File: src/rtl/ldpc_cnu_minsum.sv
// Min-sum LDPC check-node unit: serially collects one check's edges,
// then replays the extrinsic messages in arrival order.
module ldpc_cnu_minsum #(
  parameter int INT     = 8,
  parameter int FRAC    = 8,
  parameter int DEG_MAX = 6,
  parameter int LOG2DEG = 3,
  parameter int MODE    = 0,
  parameter int OFFSET  = 'h0080
) (
  input  logic               clk,
  input  logic               rst,
  input  logic               in_valid,
  output logic               in_ready,
  input  logic [INT+FRAC-1:0] in_msg,
  input  logic               in_last,
  output logic               out_valid,
  input  logic               out_ready,
  output logic [INT+FRAC-1:0] out_msg,
  output logic [LOG2DEG-1:0] out_idx,
  output logic               out_last,
  output logic               deg_err
);

  localparam int W  = INT + FRAC;
  localparam int NE = 2 ** LOG2DEG;

  localparam logic [W-1:0] MAXV = {1'b0, {(W-1){1'b1}}};
  localparam logic [W-1:0] MINV = {1'b1, {(W-1){1'b0}}};
  localparam logic [W-1:0] OFF  = W'(OFFSET);
  localparam logic [LOG2DEG-1:0] KMAX = LOG2DEG'(DEG_MAX - 1);

  typedef enum logic {COLLECT, EMIT} state_t;

  state_t state_q, state_d;

  logic [W-1:0]       min1, min2;
  logic [LOG2DEG-1:0] idx;
  logic [LOG2DEG-1:0] k;
  logic [LOG2DEG-1:0] last_j;
  logic               sgn;
  logic [NE-1:0]      sign_reg;

  logic         in_xfer, out_xfer;
  logic         in_end, overrun;
  logic [W-1:0] neg_in, mag;
  logic [W-1:0] m, mp;
  logic         s;

  assign in_ready  = (state_q == COLLECT);
  assign out_valid = (state_q == EMIT);
  assign in_xfer   = in_valid & in_ready;
  assign out_xfer  = out_valid & out_ready;

  // Degree overrun forces the DEG_MAX-th edge to close the check.
  assign overrun = ~in_last & (k == KMAX);
  assign in_end  = in_last | (k == KMAX);

  assign neg_in = -in_msg;
  assign mag = !in_msg[W-1] ? in_msg :
               (in_msg == MINV) ? MAXV : neg_in;

  always_comb begin
    state_d = state_q;
    unique case (state_q)
      COLLECT: if (in_xfer && in_end) state_d = EMIT;
      EMIT:    if (out_xfer && out_last) state_d = COLLECT;
      default: state_d = COLLECT;
    endcase
  end

  always_ff @(posedge clk or negedge rst) begin
    if (!rst) state_q <= COLLECT;
    else      state_q <= state_d;
  end

  // k counts arriving edges in COLLECT and output edges in EMIT.
  always_ff @(posedge clk or negedge rst) begin
    if (!rst) begin
      min1     <= MAXV;
      min2     <= MAXV;
      idx      <= '0;
      k        <= '0;
      last_j   <= '0;
      sgn      <= 1'b0;
      sign_reg <= '0;
      deg_err  <= 1'b0;
    end else begin
      deg_err <= 1'b0;
      if (in_xfer) begin
        if (mag < min1) begin
          min2 <= min1;
          min1 <= mag;
          idx  <= k;
        end else if (mag < min2) begin
          min2 <= mag;
        end
        sgn         <= sgn ^ in_msg[W-1];
        sign_reg[k] <= in_msg[W-1];
        if (in_end) begin
          last_j  <= k;
          k       <= '0;
          deg_err <= overrun;
        end else begin
          k <= k + 1'b1;
        end
      end
      if (out_xfer) begin
        if (out_last) begin
          min1     <= MAXV;
          min2     <= MAXV;
          idx      <= '0;
          k        <= '0;
          sgn      <= 1'b0;
          sign_reg <= '0;
        end else begin
          k <= k + 1'b1;
        end
      end
    end
  end

  assign m = (k == idx) ? min2 : min1;
  assign s = sgn ^ sign_reg[k];

  always_comb begin
    mp = m - (m >> 2);
    if (MODE == 0) mp = (m > OFF) ? (m - OFF) : '0;
  end

  // Outputs are pure functions of held state, so they stay put under stall.
  assign out_msg  = out_valid ? (s ? -mp : mp) : '0;
  assign out_idx  = out_valid ? k : '0;
  assign out_last = out_valid & (k == last_j);

endmodule
File: config.mk
export PLATFORM = sky130hd
export DESIGN_NAME = ldpc_cnu_minsum
export DESIGN_NICKNAME = d
export VERILOG_FILES = /design/src/rtl/ldpc_cnu_minsum.sv
export SDC_FILE = /design/constraint.sdc
export NUM_CORES = 1
export LEC_CHECK = 0
export ABC_CLOCK_PERIOD_IN_PS = 13200
export BUFFER_PORTS_ARGS = -buffer_cell sky130_fd_sc_hd__buf_2
export CELL_PAD_IN_SITES_DETAIL_PLACEMENT = 0
export CELL_PAD_IN_SITES_GLOBAL_PLACEMENT = 1
export CORE_UTILIZATION = 30
export DETAILED_ROUTE_END_ITERATION = 16
export GPL_TIMING_DRIVEN = 0
export PLACE_DENSITY = 0.54
export SLEW_MARGIN = 30
export SYNTH_ARGS = -nofsm -noshare
export SYNTH_HDL_FRONTEND = slang
export SYNTH_SLANG_ARGS = --single-unit
File: constraint.sdc
create_clock -name clk -period 13.2 [get_ports clk]
set_input_delay 2.64 -clock clk [delete_from_list [all_inputs] [get_ports clk]]
set_output_delay 2.64 -clock clk [all_outputs]
set_load 0.01 [all_outputs]
==> impl_metrics.ini <==
[finish]
num-nets-final = 700
mostFrequentLayoutCells = nor2_1, nand2_1, buf_2, inv_1, nand3_1
final_common_cell = nor2_1
layout-drive-gt1-share_pct = 16.59
final_util_pct = 34.81
fillCellCount = 1726
areaGrowthSynthToFinish_pct = 13.65
diodes = 0

[clocking]
root_buffer = clkbuf_16
h-tree-depth = 2
cts.repair.resized = 0
cts_tree = built
hold_buffers = 0
path_clk_slew_ps = 70
cts_setup_buffers = 0
numCtsBuffers = 5
clk_path_buf_depth = 2
insertion_delay_ps = 300
cts_sinks = 52

[hold_path]
hp-class = flip-flop to flip-flop
worstHoldPathCells = 2
whs_endpoint = min1[3]
hold_start = min1[3]

[worst_setup_path]
crit_type = primary input to flip-flop
critPathMaxFanout = 10
arrival_ps = 7770
r2r_setup_slack_ps = 9350
critPathCaptureType = flip-flop
r2r_cells = 11
cp-start-kind = primary input
reg2reg_to = min2[7]
required_ps = 13380
reg2reg_from = min2[9]

[placement]
place_congestion = 0.7984
dp_worst_setup_slack_ps = 5262
hpwl_um = 13390
port-buffer-count = 42

[grt]
use_met2_pct = 33.65
grtUsageMet1_pct = 29.06
grt.busiest_layer = met2
grt_use_met3_pct = 2.519
grt_max_degree = 53
grt_pass1_vias = 4498
antenna_found_initial = 0
grt_overflow = 0
grt_pass1_wl_um = 25720
grtUsageTotal_pct = 20.75

[power_and_ir_drop]
pwr-share-comb_pct = 69.4
sw_frac_of_total_pct = 51.48
cellPowerDensity_nw_per_um2 = 307.6
p_leak_nw = 2.473
intPower_uw = 822.4
worst_ir_drop_vdd_v = 0.0001206
power.switching_uw = 872.5
seq_power_share_pct = 21.6
p_clk_share_pct = 9.1

[detailed_routing]
drt_first_pass_iters = 5
drtIter0Drc = 239
vias = 4657
wl_per_cell_um = 19.32
post_drt_via_cell_ratio = 5.409
ant_nets = 0
wirelength_um = 16640
drc = 0

[sta]
fin_ws_ps = 5604
slew_headroom_pct = 37.79
rsz0062_at_grt = false
drv_slew = 0
max_freq_mhz = 131.7
finalClockSkew_ps = 4.940
fin_setup_tns_ps = 0
fin_crit_ps = 7596
tightest_slew_ps = 928.8
period_share_pct = 57.54
setup_viol = 0
hold_violations = 0

[logic_synthesis]
synth_edf_count = 0
synth_largest_area_cell = dfstp_2
seq_area_frac_synth_pct = 27.61
ys.flop_type = dfstp_2
syn-num-nets = 651
yosysWarningCount = 0
synthDistinctLibCells = 63
synth_area_leaders = dfstp_2, dfrtp_1, ha_1
ys_seq_elements = 52
postSynthAreaPerCell_um2 = 8.149
syn_area_um2 = 4848
async_flop_share_pct = 100.0
synth_top_area_share_pct = 16.26
postSynthCellCount = 595

[die]
start_util_pct = 30.63
io_pins = 44
die-area_um2 = 16670
core.rowCount = 46
die_w_um = 129.1
die_y_um = 129.1
core-area_um2 = 15830

[outcome]
outcome = complete, no violations

[job]
maxCapViolCount = 0
-- logic make-up after synthesis --
group,Yosys count,share of synthesized area (%)
flops,52,27.61
buf+inv,78,6.322
fa+ha+maj,35,9.032
compound gates,137,20.26
mux,31,6.787
simple gates,229,24.03
xor+xnor,33,5.961
-- critical path, stage by stage --
cell	delay, ps
buf_2	140
inv_1	60
ha_1	180
or4b_4	510
nor4_2	780
nor2_1	80
mux2i_1	360
ha_1	320
and4_1	180
a2111oi_0	370
o31ai_1	170
a221o_1	360
or2_2	280
buf_2	190
a21oi_1	410
clkbuf_1	510
o221ai_1	250
-- cell usage after synthesis, types with 11 or more instances --
master and instances:
inv_1 45, clkbuf_1 24, xor2_1 14, a31oi_1 11, a21oi_1 22, o221ai_1 13
nand2_1 50, dfstp_2 30, ha_1 35, dfrtp_1 22, nor2_1 55, or4_1 16
xnor2_1 19, nand3_1 42, o21ai_0 25, mux2i_1 25, nor3_1 13
-- cell type report --
class | instances | area (µm²) | share of cell area, %
Timing Repair Buffer | 42 | 212.7 | 3.860
Clock inverter | 3 | 47.55 | 0.8629
Clock buffer | 5 | 125.1 | 2.271
Inverter | 45 | 168.9 | 3.065
Sequential cell | 52 | 1339 | 24.30
Tap cell | 216 | 270.3 | 4.905
Multi-Input combinational cell | 465 | 3209 | 58.24
Buffer | 33 | 137.6 | 2.498
-- how the worst max path moves through the flow --
stage	cells past startpoint	from	end	slack, ps
floorplan	17	in_msg[1]	min2[0]	6570
global route	17	in_msg[0]	min2[7]	5240
global placement	17	in_msg[0]	min2[7]	5370
detailed placement	17	in_msg[0]	min2[7]	5260
CTS	17	in_msg[0]	min2[7]	5570
finish	17	in_msg[0]	min2[7]	5600
-- layer usage --
metal / share of wire, % / up-vias
met4: 1.6 / 0
met3: 4.5 / 17
met2: 46 / 125
li1: - / 2285
met5: 0 / -
met1: 48 / 2230
-- through the flow --
| step | instance area, µm² | hold slack (ps) | std cells | total power, mW |
|---|---|---|---|---|
| floorplan | 4848 | 476.2 | 595 | 1.168 |
| global placement | 5329 | 510.0 | 853 | 1.533 |
| detailed placement | 5338 | 505.9 | 853 | 1.542 |
| CTS | 5510 | 516.3 | 861 | 1.704 |
| global route | 5510 | 531.5 | 861 | 1.847 |
| finish | 5510 | 514.1 | 861 | 1.695 |
-- power groups by stage --
stage	Sequential, mW	Combinational, mW	Clock (mW)
global route	0.378	1.31	0.163
CTS	0.366	1.18	0.158
global placement	0.367	1.17	0
floorplan	0.329	0.839	0
detailed placement	0.368	1.17	0
finish	0.365	1.18	0.154
Note: power is estimated with default switching activity, not from simulation.
